<file path="config.mk">
export PLATFORM = sky130hd
export DESIGN_NAME = fpu_issue_seq
export DESIGN_NICKNAME = d
export VERILOG_FILES = /design/src/rtl/fpu_issue_seq.sv
export SDC_FILE = /design/constraint.sdc
export NUM_CORES = 1
export LEC_CHECK = 0
export ABC_AREA = 0
export CORE_AREA = 2 2 160 162
export DETAILED_ROUTE_END_ITERATION = 10
export DIE_AREA = 0 0 162 164
export GPL_TIMING_DRIVEN = 0
export HOLD_SLACK_MARGIN = 0.1
export PLACE_DENSITY = 0.72
export SYNTH_ARGS = -nofsm -noshare
export SYNTH_HDL_FRONTEND = slang
export SYNTH_SLANG_ARGS = --single-unit
</file>
<file path="constraint.sdc">
create_clock -name CLK -period 2.7 [get_ports CLK]
set_input_delay 0.405 -clock CLK [delete_from_list [all_inputs] [get_ports CLK]]
set_output_delay 0.405 -clock CLK [all_outputs]
set_load 0.02 [all_outputs]
</file>
<file path="src/rtl/fpu_issue_seq.sv">
// fpu_issue_seq: issue-side sequencer for the FPU.
// Takes one op at a time from decode, holds BusA/BusB/FPUCtrl for the op's
// fixed latency, captures BusO and presents it to FP writeback.
// Optional feature: define FPU_SEQ_FLUSH_EN to add a synchronous Flush input.
module fpu_issue_seq #(
  parameter int ADD_LAT  = 2,
  parameter int MUL_LAT  = 4,
  parameter int DIV_LAT  = 10,
  parameter int DP_EXTRA = 2
) (
  input  logic        CLK,
  input  logic        Reset_L,
`ifdef FPU_SEQ_FLUSH_EN
  input  logic        Flush,
`endif
  input  logic        IssueValid,
  output logic        IssueReady,
  input  logic [3:0]  IssueOp,
  input  logic [63:0] IssueA,
  input  logic [63:0] IssueB,
  input  logic [4:0]  IssueTag,
  output logic [63:0] BusA,
  output logic [63:0] BusB,
  output logic [3:0]  FPUCtrl,
  input  logic [63:0] BusO,
  output logic        WbValid,
  input  logic        WbReady,
  output logic [63:0] WbData,
  output logic [4:0]  WbTag,
  output logic        WbErr,
  output logic        Busy
);

  typedef enum logic [1:0] {S_IDLE, S_EXEC, S_DONE} state_e;

  state_e      state_q, state_d;
  logic [4:0]  cnt_q, cnt_d;
  logic [63:0] bus_a_q, bus_a_d, bus_b_q, bus_b_d;
  logic [3:0]  ctrl_q, ctrl_d;
  logic [63:0] wb_data_q, wb_data_d;
  logic [4:0]  wb_tag_q, wb_tag_d;
  logic        wb_err_q, wb_err_d;
  logic        flush;
  logic [4:0]  lat;

`ifdef FPU_SEQ_FLUSH_EN
  assign flush = Flush;
`else
  assign flush = 1'b0;
`endif

  // Total latency of the op being presented: base by class, plus DP penalty.
  always_comb begin
    lat = 5'(ADD_LAT);
    case (IssueOp[1:0])
      2'b10:   lat = 5'(MUL_LAT);
      2'b11:   lat = 5'(DIV_LAT);
      default: lat = 5'(ADD_LAT);
    endcase
    if (IssueOp[2]) lat = lat + 5'(DP_EXTRA);
  end

  // Next-state and datapath load decisions.
  always_comb begin
    state_d   = state_q;
    cnt_d     = cnt_q;
    bus_a_d   = bus_a_q;
    bus_b_d   = bus_b_q;
    ctrl_d    = ctrl_q;
    wb_data_d = wb_data_q;
    wb_tag_d  = wb_tag_q;
    wb_err_d  = wb_err_q;
    case (state_q)
      S_IDLE: begin
        if (IssueValid && !flush) begin
          wb_tag_d = IssueTag;
          if (IssueOp[3]) begin
            // Illegal op: no FPU activity, report error straight away.
            wb_data_d = 64'h0;
            wb_err_d  = 1'b1;
            state_d   = S_DONE;
          end else begin
            bus_a_d = IssueA;
            bus_b_d = IssueB;
            ctrl_d  = IssueOp;
            cnt_d   = lat - 5'd1;
            state_d = S_EXEC;
          end
        end
      end
      S_EXEC: begin
        if (flush) begin
          cnt_d   = 5'd0;
          state_d = S_IDLE;
        end else if (cnt_q == 5'd0) begin
          wb_data_d = ctrl_q[2] ? BusO : {32'h0, BusO[31:0]};
          wb_err_d  = 1'b0;
          state_d   = S_DONE;
        end else begin
          cnt_d = cnt_q - 5'd1;
        end
      end
      S_DONE: begin
        if (flush || WbReady) state_d = S_IDLE;
      end
      default: state_d = S_IDLE;
    endcase
  end

  // State and datapath registers; reset discards any in-flight op.
  always_ff @(posedge CLK or negedge Reset_L) begin
    if (!Reset_L) begin
      state_q   <= S_IDLE;
      cnt_q     <= 5'd0;
      bus_a_q   <= 64'h0;
      bus_b_q   <= 64'h0;
      ctrl_q    <= 4'b0000;
      wb_data_q <= 64'h0;
      wb_tag_q  <= 5'd0;
      wb_err_q  <= 1'b0;
    end else begin
      state_q   <= state_d;
      cnt_q     <= cnt_d;
      bus_a_q   <= bus_a_d;
      bus_b_q   <= bus_b_d;
      ctrl_q    <= ctrl_d;
      wb_data_q <= wb_data_d;
      wb_tag_q  <= wb_tag_d;
      wb_err_q  <= wb_err_d;
    end
  end

  assign IssueReady = (state_q == S_IDLE) && !flush;
  assign Busy       = (state_q != S_IDLE);
  assign WbValid    = (state_q == S_DONE);
  assign BusA       = bus_a_q;
  assign BusB       = bus_b_q;
  assign FPUCtrl    = ctrl_q;
  assign WbData     = wb_data_q;
  assign WbTag      = wb_tag_q;
  assign WbErr      = wb_err_q;

endmodule

</file>
== Word-level counts from Yosys, hierarchy flattened ==
Index checks and enable logic that the tools add are counted.
Widths: inputs -> output; s select.

* Word-level logic and storage cells: 51
* Output and inout port bits: 205
* Bits of input ports: 205
* Register bits after elaboration: 208

* Eq/ne operators: 10
* Reduce and logical (&&, ||, !) cells: 9
* Bitwise operators: 1
* Muxes and demuxes: 20
* Add/subtract/negate cells: 3

{| class="wikitable"
|+ Operators with widths
! cell !! number
|-
| $mux 64 || 4
|-
| $pmux 64 s2 || 1
|-
| $mux 5 || 4
|-
| $pmux 5 s2 || 1
|-
| $sub 5x1->5 const B || 2
|-
| $mux 2 || 4
|-
| $ne 2x2->1 const B || 4
|-
| $pmux 4 s2 || 1
|-
| $reduce_and 4->1 || 2
|-
| $eq 2x2->1 const B || 3
|-
| $pmux 2 s3 || 1
|-
| $reduce_and 3->1 || 2
|-
| $add 5x2->5 const B || 1
|-
| $logic_not 5->1 || 1
|-
| $ne 2x1->1 const B || 2
|-
| $reduce_bool 2->1 || 2
|-
| $mux 1 || 3
|-
| $eq 2x1->1 const B || 1
|-
| $logic_not 2->1 || 1
|-
| $pmux 1 s2 || 1
|-
| $reduce_and 2->1 || 1
|-
| $not 1->1 || 1
|}

== Logic depth before layout (Yosys ltp) ==
* Word-level depth: 8
* Gate-level depth with buffers: 9
* Depth with buffers taken out: 7

== Worst setup path after synthesis ==
No wires, ideal clock.

* Path type: reg-to-reg
* Start point: reg state_q[0]
* End point: reg bus_a_q[0], in the netlist BusA[0]
* Data required time: 2575 ps
* Setup time: 125 ps
* Stages on the path, launching flop included: 8
* Arrival: 1812 ps
* Clock period less this slack: 1937 ps
* Buffers on the path: 4
* Slack: 763 ps
* Cell sequence: dfrtp_1 buf_6 nor2_1 and2_1 buf_2 buf_4 buf_4 mux2_2

* Longest elaborated chain between the ends: 2

{| class="wikitable"
|+ RTL lines
! item !! line !! text
|-
| start: declaration || 36 || <nowiki>state_e state_q, state_d;</nowiki>
|-
| start signal: assignment || 122 || <nowiki>state_q <= state_d;</nowiki>
|-
| $logic_not 2->1 || - ||
|-
| via IssueReady || 17 || <nowiki>output logic IssueReady,</nowiki>
|-
| $reduce_and 3->1 (no line) || - ||
|-
| end signal: assignment || 124 || <nowiki>bus_a_q <= bus_a_d;</nowiki>
|-
| end: declaration || 38 || <nowiki>logic [63:0] bus_a_q, bus_a_d, bus_b_q, bus_b_d;</nowiki>
|}

The timed path passes the listed nets, and every way through them passes these cells.
A chain may end at the register's enable or synchronous reset.

== Final worst setup path ==
* Start point: reg state_q[0]
* End point: out WbValid

* Longest elaborated chain between the ends: 1

{| class="wikitable"
|+ RTL lines
! item !! line !! text
|-
| $eq 2x2->1 || 135 || <nowiki>assign WbValid = (state_q == S_DONE);</nowiki>
|-
| end: declaration || 26 || <nowiki>output logic WbValid,</nowiki>
|}

No other way between the ends.

==> flow_summary_export.csv <==
group,metric,value,unit
synth,yosysMostFrequentCell,"sky130_fd_sc_hd__dfrtp_1",
die,rows,58,
power_and_ir_drop,irDropWorstVdd,0.668,mV
synth,synth_cell_type_count,35,
timing,finalSetupViolations,0,
synth,syn-cell-area,8460,um^2
die,core-area,24800,um^2
synth,syn_area_per_cell,13.9,um^2
clocking,clk-insertion-delay-late,0.51,ns
synth,number_of_register_bits_inferred_by_synthesis,208,
timing,post-route-min-period,2.47,ns
global_routing,grt-ovfl-total,0,
layout,fin_util,0.555,
clocking,clk_root_buffer_cell,"sky130_fd_sc_hd__clkbuf_16",
detailed_routing,route.detailed.vias_per_inst,4.79,
synth,synth_top_flop_cell,"sky130_fd_sc_hd__dfrtp_1",
clocking,clk_transition_reported_paths,0.06,ns
timing,setup_repair_after_global_routing_missed_its_margin,"no",
timing,final_hold_viol_count,0,
worst_setup_path,crit_type,"reg -> out",
detailed_routing,antenna_left,0,
run,max_cap_violations,0,
layout,diodes,0,
worst_setup_path,maximum_cell_stage_delay_along_the_critical_path,0.64,ns
synth,post_synthesis_instance_total,609,
detailed_routing,drc_errors,0,
detailed_routing,drtIter0Drc,353,
worst_setup_path,required,2.30,ns
global_routing,first_global_vias,6894,
die,io-pin-count,410,
die,fp.dieH,164,um
placement,dp.final_hpwl,19500,um
worst_setup_path,data_arrival_time_of_the_worst_path,2.06,ns
global_routing,antenna_violations_before_repair,0,
placement,globalplace.congestion,0.807,
die,floorplan.die.width,162,um
layout,final_area,13800,um^2
global_routing,pin_count_of_the_biggest_net_entering_global_routing,108,
layout,final_layout_size_suffix_gt1_frac,0.192,
layout,design.final.nets,1250,
worst_setup_path,worst_r2r_startpoint,"state_q[0]",
power_and_ir_drop,power_density_normalized_to_cell_area,1180,nW/um^2
clocking,cts-buffers-inserted,25,
worst_setup_path,worst_path_max_delay_cell,"sky130_fd_sc_hd__clkdlybuf4s50_1",
layout,flow.area_growth_from_synthesis,62.9,%
synth,yosysTopAreaCellShare,0.615,
detailed_routing,drt-pass1-iter-count,4,
synth,yosysWarnings,0,
die,design.die.area,26600,um^2
worst_setup_path,endpoint_kind,"primary output",
outcome,result_of_the_run,"finished, final reports clean",
clocking,max-clock-path-buffers,3,
detailed_routing,routed_wl,25900,um
worst_hold_path,hold_path_startpoint,"BusO[63]",
synth,synth_top_area_cell,"sky130_fd_sc_hd__dfrtp_1",
worst_setup_path,timing.critical_path.fanout_max,10,
timing,achievable-frequency,0.406,GHz
power_and_ir_drop,total_leakage_power,5.68,nW
clocking,tritoncts,"done",
timing,tightest_slew,0.803,ns
clocking,tritoncts_num_sinks,208,
worst_hold_path,hold_path.class,"in -> reg",
synth,yosys-top-cells-count,"208 x sky130_fd_sc_hd__dfrtp_1, 138 x sky130_fd_sc_hd__mux2_2, 64 x sky130_fd_sc_hd__a22o_1",
layout,fillers,2118,
synth,synth_nets,815,
detailed_routing,wire_per_inst,18.6,um
synth,synth_edf_count,0,
synth,synth_async_sr_flop_share,1.00,
placement,port_buffers,408,
global_routing,global_route_wire_length_before_repair,39600,um
worst_setup_path,critPathLaunchType,"register",
synth,yosysSeqAreaShare,0.615,
worst_setup_path,ordered_cell_list_for_the_critical_path,"buf_6 -> clkbuf_1 -> nor2b_1 -> clkdlybuf4s50_1",
timing,drv_slew,0,
clocking,h_tree_level_count,1,
timing,clock_skew,0.00899,ns
die,start_util,0.341,
timing,layout_worst_path_cycle_share,0.913,
synth,synthTopCellsByArea,"sky130_fd_sc_hd__dfrtp_1 62%, sky130_fd_sc_hd__mux2_2 18%, sky130_fd_sc_hd__a22o_1 6.6%, sky130_fd_sc_hd__o31ai_1 2.9%, sky130_fd_sc_hd__o21ai_0 2.2%",
timing,timing.slew.headroom,0.464,
placement,placement.cell_area,13000,um^2
detailed_routing,routed-via-count,6657,
worst_setup_path,timing.critical_path.from,"state_q[0]",
global_routing,grt_util_all_layers,0.189,
cell usage in the layout (no fill, tap or decap), types with 12 or more instances in the layout:
| master | synthesis | final |
|---|---|---|
| sky130_fd_sc_hd__o31ai_1 | 33 | 33 |
| sky130_fd_sc_hd__nand2_1 | 39 | 39 |
| sky130_fd_sc_hd__buf_4 | 12 | 13 |
| sky130_fd_sc_hd__o21ai_0 | 37 | 37 |
| sky130_fd_sc_hd__mux2_2 | 138 | 138 |
| sky130_fd_sc_hd__clkbuf_1 | 25 | 34 |
| sky130_fd_sc_hd__clkbuf_16 | 0 | 25 |
| sky130_fd_sc_hd__clkdlybuf4s50_1 | 0 | 407 |
| sky130_fd_sc_hd__dfrtp_1 | 208 | 208 |
| sky130_fd_sc_hd__a22o_1 | 64 | 64 |
| sky130_fd_sc_hd__buf_2 | 13 | 12 |
power by group:
part	switching [mW]	internal [mW]
combinational	3.86	3.95
clock	1.24	1.98
sequential	0.755	4.44
total	5.85	10.4
metrics by stage:
step                      hold slack [ns]  cells   TNS, ns  total power [mW]  setup slack (ns)
after floorplan                     0.109    609         0              9.27             0.763
after global placement              0.488   1347  -1627.94              13.0             -7.85
after detailed placement            0.495   1348         0              13.1            0.0234
after CTS                           0.423   1392         0              16.4            0.0581
after global routing                0.434   1391         0              17.1             0.111
final                               0.448   1391         0              16.2             0.234
final timing paths:
kind / slack, ns / depth (start not counted) / to
max: 0.23 / 4 / WbValid
max reg2reg: 0.63 / 7 / BusB[14]
max in group asynchronous: 1.17 / 3 / WbData[25]
min reg2reg: 0.50 / 1 / BusB[12]
min: 0.45 / 3 / WbData[63]
min in group asynchronous: 0.52 / 2 / BusB[52]
critical path, delay by kind of cell, from the launching register on:
family | cells | cell delay (ns)
buf+inv | 3 | 1.03
flops | 1 | 0.37
simple gates | 1 | 0.16
registers in the layout (all words and copies together) (netlist names):
| name | cells |
|---|---|
| FPUCtrl | 3 |
| WbTag | 5 |
| BusA | 64 |
| BusB | 64 |
| cnt_q | 5 |
| WbErr | 1 |
| state_q | 2 |
| WbData | 64 |
cell type report:
class,count,area [um^2],area share
Sequential cell,208,5200,0.378
Timing Repair Buffer,410,4130,0.299
Multi-Input combinational cell,347,2980,0.217
Clock buffer,39,708,0.0514
Tap cell,330,413,0.0300
Buffer,49,255,0.0185
Clock inverter,5,75.1,0.00545
Inverter,3,11.3,0.000817
what timing repair did:
action / 4_1_cts / 5_1_grt
gates resized for setup: 2 / 0
setup buffers: 0 / 0
hold buffers: 1 / 0
endpoints found under the setup margin: 1 / 1
endpoints found under the hold margin: 101 / 0
routing by layer:
layer	vias up	share of wire	track usage
met1	3281	0.39	0.232
met4	0	0.029	0.0567
li1	3089	-	-
met5	-	0	0
met2	246	0.50	0.327
met3	41	0.078	0.0530
cell families (layout without fill, tap and decap cells):
group	count (synthesis)	in the layout	synth area share
adder cells (fa/ha/maj)	1	1	0.00148
multiplexers	139	139	0.185
AND/OR/NAND/NOR	59	59	0.0345
buffers and inverters	54	506	0.0321
AO/OA/AOI/OAI	143	143	0.127
other	1	1	0.000443
XOR/XNOR	4	4	0.00414
flip-flops	208	208	0.615
(Power assumes the default switching activity.)
